**src/rtl/cs_micro_sequencer.sv**
```systemverilog
// Control-store micro-sequencer: uPC register, next-address incrementer,
// address-mux select decode and a small CALL/RET return stack.
module cs_micro_sequencer #(
  parameter int          DIRECTION_BUS_WIDTH = 11,
  parameter int unsigned RESET_ADDRESS       = 0,
  parameter int          STACK_DEPTH         = 4
) (
  input  logic                           CS_MicroSequencer_CLOCK_50,
  input  logic                           CS_MicroSequencer_RESET_InLow,
  input  logic                           CS_MicroSequencer_Stall_InLow,
  input  logic [2:0]                     CS_MicroSequencer_Cond_IN,
  input  logic [3:0]                     CS_MicroSequencer_Flags_IN,
  input  logic [DIRECTION_BUS_WIDTH-1:0] CS_MicroSequencer_Address_IN,
  output logic [DIRECTION_BUS_WIDTH-1:0] CS_MicroSequencer_uPC_OUT,
  output logic [DIRECTION_BUS_WIDTH-1:0] CS_MicroSequencer_Next_OUT,
  output logic [1:0]                     CS_MicroSequencer_Selection_OUT,
  output logic                           CS_MicroSequencer_Overflow_OUT,
  output logic                           CS_MicroSequencer_Underflow_OUT
);

  localparam int W  = DIRECTION_BUS_WIDTH;
  localparam int AW = $clog2(STACK_DEPTH);
  localparam int SW = AW + 1;

  localparam logic [W-1:0]  RST_A = W'(RESET_ADDRESS);
  localparam logic [SW-1:0] FULL  = SW'(STACK_DEPTH);

  localparam logic [2:0] C_NEXT = 3'b000;
  localparam logic [2:0] C_JUMP = 3'b001;
  localparam logic [2:0] C_JZ   = 3'b010;
  localparam logic [2:0] C_JN   = 3'b011;
  localparam logic [2:0] C_JC   = 3'b100;
  localparam logic [2:0] C_DEC  = 3'b101;
  localparam logic [2:0] C_CALL = 3'b110;
  localparam logic [2:0] C_RET  = 3'b111;

  logic          clk;
  logic          rst_n;
  logic          run;
  logic [2:0]    cond;
  logic          flag_n;
  logic          flag_z;
  logic          flag_c;
  logic          unused_flag_v;

  logic [W-1:0]  upc;
  logic [W-1:0]  upc_nx;
  logic [W-1:0]  nxt;
  logic [SW-1:0] sp;
  logic [SW-1:0] sp_dec;
  logic [AW-1:0] wr_idx;
  logic [AW-1:0] rd_idx;
  logic [W-1:0]  stack [STACK_DEPTH];
  logic          ovf;
  logic          unf;
  logic          is_call;
  logic          is_ret;
  logic          full;
  logic          empty;
  logic          push_ok;
  logic          pop_ok;
  logic [1:0]    sel;

  assign clk           = CS_MicroSequencer_CLOCK_50;
  assign rst_n         = CS_MicroSequencer_RESET_InLow;
  assign run           = CS_MicroSequencer_Stall_InLow;
  assign cond          = CS_MicroSequencer_Cond_IN;
  assign flag_n        = CS_MicroSequencer_Flags_IN[3];
  assign flag_z        = CS_MicroSequencer_Flags_IN[2];
  assign flag_c        = CS_MicroSequencer_Flags_IN[1];
  assign unused_flag_v = CS_MicroSequencer_Flags_IN[0];

  assign nxt     = upc + W'(1);
  assign is_call = (cond == C_CALL);
  assign is_ret  = (cond == C_RET);
  assign full    = (sp == FULL);
  assign empty   = (sp == '0);
  assign push_ok = run & is_call & ~full;
  assign pop_ok  = run & is_ret & ~empty;
  assign sp_dec  = sp - SW'(1);
  assign wr_idx  = sp[AW-1:0];
  assign rd_idx  = sp_dec[AW-1:0];

  always_comb begin
    sel = 2'b00;
    case (cond)
      C_NEXT:  sel = 2'b00;
      C_JUMP:  sel = 2'b01;
      C_JZ:    sel = flag_z ? 2'b01 : 2'b00;
      C_JN:    sel = flag_n ? 2'b01 : 2'b00;
      C_JC:    sel = flag_c ? 2'b01 : 2'b00;
      C_DEC:   sel = 2'b10;
      C_CALL:  sel = 2'b01;
      C_RET:   sel = 2'b00;
      default: sel = 2'b00;
    endcase
  end

  // RET bypasses the mux; an empty stack restarts the microprogram
  always_comb begin
    upc_nx = CS_MicroSequencer_Address_IN;
    if (is_ret)
      upc_nx = empty ? RST_A : stack[rd_idx];
  end

  always_ff @(posedge clk) begin
    if (!rst_n) begin
      upc <= RST_A;
      sp  <= '0;
      ovf <= 1'b0;
      unf <= 1'b0;
    end else if (run) begin
      upc <= upc_nx;
      if (push_ok)
        sp <= sp + SW'(1);
      else if (pop_ok)
        sp <= sp_dec;
      if (is_call && full)
        ovf <= 1'b1;
      if (is_ret && empty)
        unf <= 1'b1;
    end
  end

  always_ff @(posedge clk) begin
    if (rst_n && push_ok)
      stack[wr_idx] <= nxt;
  end

  assign CS_MicroSequencer_uPC_OUT       = upc;
  assign CS_MicroSequencer_Next_OUT      = nxt;
  assign CS_MicroSequencer_Selection_OUT = sel;
  assign CS_MicroSequencer_Overflow_OUT  = ovf;
  assign CS_MicroSequencer_Underflow_OUT = unf;

endmodule

```
**config.mk**
```make
export PLATFORM = sky130hd
export DESIGN_NAME = cs_micro_sequencer
export DESIGN_NICKNAME = d
export VERILOG_FILES = /design/src/rtl/cs_micro_sequencer.sv
export SDC_FILE = /design/constraint.sdc
export NUM_CORES = 1
export LEC_CHECK = 0
export BUFFER_PORTS_ARGS = -buffer_cell sky130_fd_sc_hd__buf_2
export CORE_UTILIZATION = 59
export CTS_CLUSTER_DIAMETER = 150
export DETAILED_ROUTE_END_ITERATION = 8
export PLACE_DENSITY = 0.87
export SYNTH_ARGS = -nofsm -noshare
export SYNTH_HDL_FRONTEND = slang
export SYNTH_SLANG_ARGS = --single-unit
```
**constraint.sdc**
```tcl
create_clock -name CS_MicroSequencer_CLOCK_50 -period 6.8 [get_ports CS_MicroSequencer_CLOCK_50]
set_input_delay 0.34 -clock CS_MicroSequencer_CLOCK_50 [delete_from_list [all_inputs] [get_ports CS_MicroSequencer_CLOCK_50]]
set_output_delay 0.34 -clock CS_MicroSequencer_CLOCK_50 [all_outputs]
set_load 0.03 [all_outputs]
```
==> results of run 1 <==
## final timing paths
kind,slack [ns],start,endpoint,cells past startpoint
max,3.75,sp[0],stack[0][6],5
min,0.26,CS_MicroSequencer_Address_IN[6],CS_MicroSequencer_uPC_OUT[6],3
max reg2reg,3.75,sp[0],stack[0][6],5
min reg2reg,0.47,CS_MicroSequencer_Overflow_OUT,CS_MicroSequencer_Overflow_OUT,1
## routing by layer
| layer | vias to the layer above | part of all wire | wire length, um | track usage |
|---|---|---|---|---|
| met5 | - | 0 | 0 | 0 |
| met4 | 0 | 0.011 | 56 | 0.0893 |
| met3 | 6 | 0.064 | 333 | 0.100 |
| met2 | 69 | 0.52 | 2720 | 0.432 |
| met1 | 828 | 0.40 | 2100 | 0.313 |
| li1 | 800 | - | - | - |
## stage by stage
step	hold WS [ns]	setup slack, ns	utilization	std cells	area, um2
after floorplan	0.479	4.67	-	188	2640
after global placement	0.442	3.81	0.685	275	2840
after detailed placement	0.453	3.68	0.685	275	2840
after CTS	0.252	3.67	0.729	291	3020
after global routing	0.260	3.53	0.729	291	3020
final	0.262	3.75	0.729	291	3020
## cell families after synthesis
| family | Yosys count | synth area share |
|---|---|---|
| flip-flops | 60 | 0.622 |
| adder cells (fa/ha/maj) | 6 | 0.0285 |
| AND/OR/NAND/NOR | 55 | 0.0991 |
| multiplexers | 13 | 0.105 |
| XOR/XNOR | 12 | 0.0398 |
| buffers and inverters | 12 | 0.0384 |
| AO/OA/AOI/OAI | 30 | 0.0669 |
## worst reg2reg max path, stage by stage, from the launching register on
cell,delay [ns]
sky130_fd_sc_hd__dfxtp_1,0.90
sky130_fd_sc_hd__inv_1,0.26
sky130_fd_sc_hd__ha_1,0.34
sky130_fd_sc_hd__a21oi_1,0.20
sky130_fd_sc_hd__nor2b_1,0.34
sky130_fd_sc_hd__and3_1,0.63
## flip-flops by register name, indices dropped and copies added (netlist names)
| signal | cells |
|---|---|
| stack | 44 |
| CS_MicroSequencer_Overflow_OUT | 1 |
| CS_MicroSequencer_uPC_OUT | 11 |
| CS_MicroSequencer_Underflow_OUT | 1 |
| sp | 3 |
## synth_stat cells, types with 2 or more instances
cell type / n
sky130_fd_sc_hd__xnor2_1: 8
sky130_fd_sc_hd__a31oi_1: 11
sky130_fd_sc_hd__nor2b_1: 2
sky130_fd_sc_hd__nand2_1: 31
sky130_fd_sc_hd__o21ai_0: 11
sky130_fd_sc_hd__buf_6: 2
sky130_fd_sc_hd__inv_1: 4
sky130_fd_sc_hd__edfxtp_1: 44
sky130_fd_sc_hd__o21a_1: 2
sky130_fd_sc_hd__and3_1: 7
sky130_fd_sc_hd__nand3_1: 6
sky130_fd_sc_hd__dfxtp_1: 16
sky130_fd_sc_hd__nor2_1: 2
sky130_fd_sc_hd__ha_1: 6
sky130_fd_sc_hd__mux4_1: 2
sky130_fd_sc_hd__xor2_1: 4
sky130_fd_sc_hd__mux4_2: 9
sky130_fd_sc_hd__a21oi_1: 3
sky130_fd_sc_hd__clkbuf_8: 3
## final cells by class
class | count | area share
sequential | 60 | 0.543
multi-input combinational | 116 | 0.296
timing repair buffer | 45 | 0.0745
clock buffer | 10 | 0.0422
tap | 50 | 0.0207
clock inverter | 6 | 0.0182
inverter | 4 | 0.00497
## report_power, final
| part | total, mW | switching, mW | internal [mW] |
|---|---|---|---|
| sequential | 0.412 | 0.0102 | 0.401 |
| combinational | 0.0831 | 0.0536 | 0.0295 |
| clock | 0.297 | 0.131 | 0.165 |
==> results_dict.tcl, run 1 <==
set metrics [dict create \
    grt_antenna_before_repair 0 \
    yosys_warnings 0 \
    cp.buffers_inverters 1 \
    crit_family "simple AND/OR/NAND/NOR gates" \
    achievable-frequency_ghz 0.328 \
    crit_slowest_cell "sky130_fd_sc_hd__dfxtp_1" \
    top_cell_type_s_share_of_synthesized_area 0.501 \
    layout_commonest_cell "sky130_fd_sc_hd__buf_2" \
    antenna_violating_nets_post_route 0 \
    cp-end-kind "flip-flop" \
    slew_viol_final 0 \
    cts_setup_buffers 0 \
    clkLatencyLatePin_ns 0.33 \
    postSynth.asyncResetShare 0 \
    finalWorstPathRequiredPeriod_ns 3.05 \
    finalSetupViolCount 0 \
    cts_tree "built" \
    register_area_um2 1640 \
    grt_start_max_net_pins 25 \
    synth_enable_flop_cells 44 \
    grt_setup_unrepaired "false" \
    timing.critical_path.from_type "flip-flop" \
    dp.final_hpwl_mm 3.34 \
    die_area_um2 4740 \
    yosys_most_used_dff "sky130_fd_sc_hd__edfxtp_1" \
    wl_per_cell_um 17.9 \
    drtIter0Drc 95 \
    timing.clock.skew_ns 0.00431 \
    sequential_share_of_the_synthesized_area 0.622 \
    timing.final.hold_violations 0 \
    area.growth.synth_to_final_pct 14.6 \
    ir_drop_uv 207 \
    cts-resized-gates 0 \
    finalWeightedCongestion 0.777 \
    post_route_cells_drive_above_1_share 0.295 \
    vias 1703 \
    clock_tree.htree_level_count 3 \
    total_power_mw 0.791 \
    worst_slew_pin_slew_ns 0.887 \
    row_count 23 \
    grt_util_all_layers 0.261 \
    clock_sink_count 60 \
    multi_input_area_um2 895 \
    nFillCells 280 \
    effective_utilization_at_floorplan 0.636 \
    yosys.area.top_type "sky130_fd_sc_hd__edfxtp_1" \
    first_pass_grt_wire_length_mm 8.14 \
    yosys.cell_types.count 34 \
    critical-path-max-stage-delay_ns 0.90 \
    clock_tree.root_cell "sky130_fd_sc_hd__clkbuf_8" \
    routed_via_density 5.85 \
    numPortBuffers 45 \
    syn-instance-count 188 \
    crit_path_cell_trace "inv_1, ha_1, a21oi_1, nor2b_1, and3_1" \
    drt-total-wl_mm 5.21 \
    yosys-top-cells-area "sky130_fd_sc_hd__edfxtp_1 50%, sky130_fd_sc_hd__dfxtp_1 12%, sky130_fd_sc_hd__mux4_2 7.7%, sky130_fd_sc_hd__nand2_1 4.4%, sky130_fd_sc_hd__ha_1 2.8%" \
    max-cap-violations 0 \
    overflow 0 \
    drcViolationCount 0 \
    cts_buffers 9 \
    maxSlewHeadroom 0.408 \
    worst_hold_path_type "primary input to flip-flop" \
    critPathArrivalTime_ns 3.02 \
    status "finished clean" \
    syn-num-nets 215 \
    cts-hold-fix-buffers 0 \
    leakagePower_nw 1.18 \
    synth-seq-cells 60 \
    path_type_of_the_worst_setup_path "flip-flop to flip-flop" \
    mostFrequentLayoutCells "45 x sky130_fd_sc_hd__buf_2, 44 x sky130_fd_sc_hd__edfxtp_1, 31 x sky130_fd_sc_hd__nand2_1, 16 x sky130_fd_sc_hd__dfxtp_1" \
    clk_pin_slew_worst_paths_ns 0.06 \
    die_h_um 68.9 \
    first_pass_drt_iterations 4 \
    power_per_cell_area_nw_per_um2 262 \
    diodes 0 \
    fp.dieW_um 68.9 \
    grt_pass1_vias 1668 \
    cts-root-to-sink-buffers 2 \
    fin_setup_tns_ns 0 \
    worst-endpoint-required_ns 6.77 \
    nets 263 \
    avgSynthCellArea_um2 14.0 \
    post_synth_instance_area_um2 2640 \
    worstPathMaxFanout 14 \
    floorplan.io_pins 47 \
    placeableCoreArea_um2 4140 \
    min_period_over_period 0.448 \
]
No activity file was read; power rests on OpenSTA's default activity.
==> run 2: changes to the inputs <==
- CORE_UTILIZATION: 59 -> 55
- PLACE_DENSITY: 0.87 -> 0.82
- clock period: 6.8 -> 3.1 ns (I/O delays scaled with it)
==> run 2 against run 1 <==
  * The flow now finishes with violations (DRC)
  * Final cell count increased by 1.0%
  * Via count increased by 0.12%
  * First-iteration DRC count decreased by 24%
  * Maximum frequency increased by 34%
  * Highest routed layer unchanged
==> results_dict.tcl, run 2 (synthesized netlist as in run 1, its figures left out) <==
set metrics [dict create \
    die_area_um2 5080 \
    clk_pin_slew_worst_paths_ns 0.06 \
    timing.final.hold_violations 0 \
    first_pass_grt_wire_length_mm 8.41 \
    ff_to_ff_setup_slack_ns 0.82 \
    path_type_of_the_worst_setup_path "flip-flop to flip-flop" \
    finalWeightedCongestion 0.759 \
    total_power_mw 1.83 \
    regToRegEndpoint "stack[0][9]" \
    worst_hold_path.endpoint "CS_MicroSequencer_uPC_OUT[8]" \
    antenna_violating_nets_post_route 0 \
    numPortBuffers 45 \
    mostFrequentLayoutCells "45 x sky130_fd_sc_hd__buf_2, 44 x sky130_fd_sc_hd__edfxtp_1, 31 x sky130_fd_sc_hd__nand2_1, 16 x sky130_fd_sc_hd__dfxtp_1" \
    cts_tree "built" \
    die_h_um 71.3 \
    cts_buffers 9 \
    power_per_cell_area_nw_per_um2 598 \
    grt_setup_unrepaired "false" \
    grt_start_max_net_pins 25 \
    finalWorstPathRequiredPeriod_ns 2.28 \
    grt_antenna_before_repair 0 \
    worst-endpoint-required_ns 3.07 \
    fp.dieW_um 71.3 \
    timing.critical_path.from_type "flip-flop" \
    min_path_cells 3 \
    critical-path-max-stage-delay_ns 0.62 \
    placeableCoreArea_um2 4470 \
    fin_setup_tns_ns 0 \
    drtIter0Drc 72 \
    first_pass_drt_iterations 6 \
    cts_setup_buffers 0 \
    cp-end-kind "flip-flop" \
    nFillCells 329 \
    layout_commonest_cell "sky130_fd_sc_hd__buf_2" \
    regMostFlops "stack" \
    rr_worst_depth 5 \
    wl_per_cell_um 17.9 \
    timing.clock.skew_ns 0.00733 \
    cts-hold-fix-buffers 0 \
    routed_via_density 5.80 \
    status "complete, but fails checks" \
    finalSetupViolCount 0 \
    slew_viol_final 0 \
    worst_slew_pin_slew_ns 0.629 \
    drcViolationCount 4 \
    diodes 0 \
    clkLatencyLatePin_ns 0.33 \
    clock_sink_count 60 \
    area.growth.synth_to_final_pct 15.9 \
    cts-resized-gates 0 \
    failed_checks "DRC" \
    cts-root-to-sink-buffers 2 \
    worstPathMaxFanout 11 \
    leakagePower_nw 1.19 \
    clock_tree.htree_level_count 3 \
    grt_pass1_vias 1630 \
    post_route_cells_drive_above_1_share 0.298 \
    worst_hold_path_type "primary input to flip-flop" \
    grt_util_all_layers 0.236 \
    max-cap-violations 0 \
    largest_register_ffs 44 \
    clock_tree.root_cell "sky130_fd_sc_hd__clkbuf_8" \
    min_period_over_period 0.735 \
    nets 264 \
    overflow 0 \
    row_count 24 \
    critPathArrivalTime_ns 2.24 \
    dp.final_hpwl_mm 3.39 \
    crit_path_cell_trace "inv_1, ha_1, a21oi_1, nor2b_1, and3_1" \
    vias 1705 \
    crit_slowest_cell "sky130_fd_sc_hd__and3_1" \
    achievable-frequency_ghz 0.439 \
    effective_utilization_at_floorplan 0.589 \
    ir_drop_uv 365 \
    dp_slack_ns 0.867 \
    drt-total-wl_mm 5.28 \
    worst_slack_ns 0.823 \
    critical_path.reg2reg.startpoint "sp[1]" \
    maxSlewHeadroom 0.580 \
    hold_path_startpoint "CS_MicroSequencer_Address_IN[8]" \
    floorplan.io_pins 47 \
]
[run 2: cell types whose count changed in the layout (fill, tap and decap cells not counted), sizes merged]
cell    change
clkinv      -2
bufinv      +1
clkbuf      +1
buf         +1
[run 2: layer usage]
metal	track usage	routed length, um	vias to the layer above
li1	-	-	804
met4	0.0933	105	0
met2	0.378	2520	71
met1	0.299	2310	821
met3	0.0830	334	9
met5	0	0	-
[run 2: where the power goes]
group | switching [mW] | total [mW] | internal [mW]
registers | 0.0168 | 0.897 | 0.880
logic | 0.123 | 0.188 | 0.0656
clock network | 0.294 | 0.743 | 0.449
total | 0.434 | 1.83 | 1.39
[run 2: area by class of cell]
type | count | area [um2] | share of cell area
clock buffers | 11 | 131 | 0.0430
repair buffers | 46 | 233 | 0.0761
flip-flops and latches | 60 | 1640 | 0.537
clock inverters | 5 | 76.3 | 0.0250
well taps | 52 | 65.1 | 0.0213
inverters | 4 | 15.0 | 0.00491
multi-input cells | 116 | 895 | 0.293
[run 2: how the worst max path moves through the flow]
stage | startpoint | endpoint | slack [ns] | cells after the start
after floorplan | sp[0] | stack[0][0] | 0.97 | 6
after global placement | sp[1] | stack[0][5] | 0.95 | 5
after detailed placement | sp[1] | stack[2][5] | 0.87 | 5
after CTS | sp[1] | stack[2][8] | 0.84 | 5
after global routing | sp[1] | stack[0][9] | 0.67 | 5
final | sp[1] | stack[0][9] | 0.82 | 5
[run 2: critical path, delay by kind of cell (launching register included)]
family	cells	cell delay, ns
simple gates	2	0.97
fa+ha+maj	1	0.25
compound gates	1	0.21
buf+inv	1	0.10
flops	1	0.38
[run 2: metrics by stage]
stage                      util  std cells  area (um2)  hold WS [ns]
after floorplan               -        188        2640         0.307
after global placement    0.637        278        2850         0.415
after detailed placement  0.637        278        2850         0.420
after CTS                 0.683        294        3060        0.0653
after global routing      0.683        294        3060        0.0732
final                     0.683        294        3060        0.0773
==> run 3: changes to the inputs <==
- CORE_UTILIZATION: 55 -> 50
- PLACE_DENSITY: 0.82 -> 0.78
- clock period: 3.1 -> 2.05 ns (I/O delays scaled with it)
==> run 3 against run 2 <==
  * The run now ends clean
  * Design area up 5.2%
  * Critical path depth unchanged
  * Clock power is 64% higher
  * Routed wire length up 5.6%
  * First-iteration DRC count grew 120%
==> results_dict.tcl, run 3 (synthesized netlist as in run 1, its figures left out) <==
set metrics [dict create \
    achievable-frequency_ghz 0.501 \
    wirelength_met1_mm 2.44 \
    worst_slew_pin_slew_ns 0.566 \
    first_pass_grt_wire_length_mm 8.35 \
    worst_hold_slack_ns 0.0253 \
    largest_register_ffs 44 \
    first_pass_drt_iterations 4 \
    grt_antenna_before_repair 0 \
    maxSlewHeadroom 0.622 \
    net_switching_share_of_the_total_power 0.228 \
    power_per_cell_area_nw_per_um2 898 \
    fin_setup_tns_ns 0 \
    finalWorstPathRequiredPeriod_ns 1.99 \
    grt_util_all_layers 0.224 \
    fp.dieW_um 74.6 \
    grt_setup_unrepaired "true" \
    cts_buffers 9 \
    critPathArrivalTime_ns 1.99 \
    cellInternalPower_mw 2.23 \
    drt-total-wl_mm 5.57 \
    crit_slowest_cell "sky130_fd_sc_hd__and3_2" \
    clock_sink_count 60 \
    timing.final.hold_violations 0 \
    die_area_um2 5570 \
    timing.clock.skew_ns 0.00666 \
    cp.buffers_inverters 1 \
    dp.final_hpwl_mm 3.65 \
    clock_tree.htree_level_count 3 \
    drtIter0Drc 155 \
    area.growth.synth_to_final_pct 21.9 \
    clk_pin_slew_worst_paths_ns 0.07 \
    switchingPower_mw 0.657 \
    power.clock.fraction 0.423 \
    clkLatencyLatePin_ns 0.33 \
    path_type_of_the_worst_setup_path "flip-flop to flip-flop" \
    status "finished clean" \
    numPortBuffers 45 \
    finalWeightedCongestion 0.729 \
    floorplan.io_pins 47 \
    worstPathMaxFanout 11 \
    die_h_um 74.6 \
    cts_tree "built" \
    placeableCoreArea_um2 5110 \
    min_period_over_period 0.973 \
    total_power_mw 2.89 \
    finalSetupViolCount 0 \
    leakagePower_nw 1.27 \
    nFillCells 412 \
    max-cap-violations 0 \
    slew_viol_final 0 \
    critical-path-max-stage-delay_ns 0.45 \
    worst-endpoint-required_ns 2.05 \
    nets 274 \
    row_count 26 \
    clock_tree.root_cell "sky130_fd_sc_hd__clkbuf_8" \
    grt_pass1_vias 1664 \
    timing.critical_path.from_type "flip-flop" \
    overflow 0 \
    grt_start_max_net_pins 24 \
    regMostFlops "stack" \
    crit_path_cell_trace "inv_1, ha_1, a21oi_1, nor2b_1, and3_2" \
    cts-root-to-sink-buffers 2 \
    met3WireLength_um 256 \
    routed_via_density 5.44 \
    cp-end-kind "flip-flop" \
    mostFrequentLayoutCells "44 x sky130_fd_sc_hd__buf_2, 44 x sky130_fd_sc_hd__edfxtp_1, 31 x sky130_fd_sc_hd__nand2_1, 14 x sky130_fd_sc_hd__dfxtp_1, 12 x sky130_fd_sc_hd__clkbuf_8" \
    effective_utilization_at_floorplan 0.516 \
    highest_layer "met4" \
    wl_per_cell_um 17.3 \
    vias 1752 \
    worst_hold_path_type "primary input to flip-flop" \
    portion_of_total_power_attributed_to_combinational_logic 0.108 \
    diodes 0 \
    seq_power_share 0.469 \
    met2_length_mm 2.80 \
    drcViolationCount 0 \
    ir_drop_uv 619 \
    post_route_cells_drive_above_1_share 0.377 \
    antenna_violating_nets_post_route 0 \
    crit_family "simple AND/OR/NAND/NOR gates" \
]
==> run 3: cell count changes in the layout (fill, tap and decap cells not counted), moves of 3 or more <==
| cell | before | now |
|---|---|---|
| sky130_fd_sc_hd__and3_1 | 7 | 2 |
| sky130_fd_sc_hd__clkbuf_8 | 9 | 12 |
| sky130_fd_sc_hd__and3_2 | 0 | 4 |
| sky130_fd_sc_hd__buf_4 | 1 | 11 |
==> run 3: final timing paths <==
| path | end | startpoint | slack (ns) | cells after the start |
|---|---|---|---|---|
| max | stack[1][2] | sp[1] | 0.06 | 5 |
| min | CS_MicroSequencer_uPC_OUT[9] | CS_MicroSequencer_Address_IN[9] | 0.03 | 3 |
| max reg2reg | stack[1][2] | sp[1] | 0.06 | 5 |
| min reg2reg | CS_MicroSequencer_Overflow_OUT | CS_MicroSequencer_Overflow_OUT | 0.48 | 1 |
==> run 3: worst reg2reg max path: cells and delay by family, from the launching register on <==
kind                     cells  cell delay [ns]
AO/OA/AOI/OAI                1             0.19
adder cells (fa/ha/maj)      1             0.20
buffers and inverters        1             0.10
flip-flops                   1             0.38
AND/OR/NAND/NOR              2             0.79
==> run 3: layout make-up <==
type / count / area [um2] / area share
timing repair buffer: 56 / 310 / 0.0965
sequential: 60 / 1640 / 0.511
clock buffer: 12 / 165 / 0.0514
inverter: 4 / 15.0 / 0.00467
clock inverter: 4 / 70.1 / 0.0218
tap: 70 / 87.6 / 0.0272
multi-input combinational: 116 / 922 / 0.287
==> run 3: power groups by stage <==
stage                     clock, mW  sequential, mW  combinational (mW)
after detailed placement          0            1.38               0.306
after global placement            0            1.38               0.299
final                          1.22            1.35               0.311
after floorplan                   0            1.41               0.177
after global routing           1.29            1.36               0.336
after CTS                      1.24            1.35               0.309
==> run 3: metal layers <==
metal / global-route usage / up-vias
met5: 0 / -
met1: 0.273 / 867
li1: - / 825
met3: 0.0616 / 7
met2: 0.371 / 53
met4: 0.107 / 0
==> run 3: what timing repair did <==
item / 4_1_cts / 5_1_grt
pin swaps: 1 / 1
buffers inserted: 1 / 1
gates resized for setup: 1 / 5
hold buffers: 0 / 0
endpoints found under the setup margin: 2 / 47
==> run 3: per-stage QoR <==
| step | instances | cell area [um2] | utilization | setup slack (ns) |
|---|---|---|---|---|
| 5_1_grt | 322 | 3210 | 0.629 | -0.0689 |
| 3_5_place_dp | 304 | 2950 | 0.578 | 0.109 |
| 4_1_cts | 321 | 3200 | 0.626 | 0.0147 |
| 2_1_floorplan | 188 | 2660 | - | 0.00711 |
| 3_3_place_gp | 304 | 2950 | 0.578 | 0.174 |
| 6_report | 322 | 3210 | 0.629 | 0.0560 |
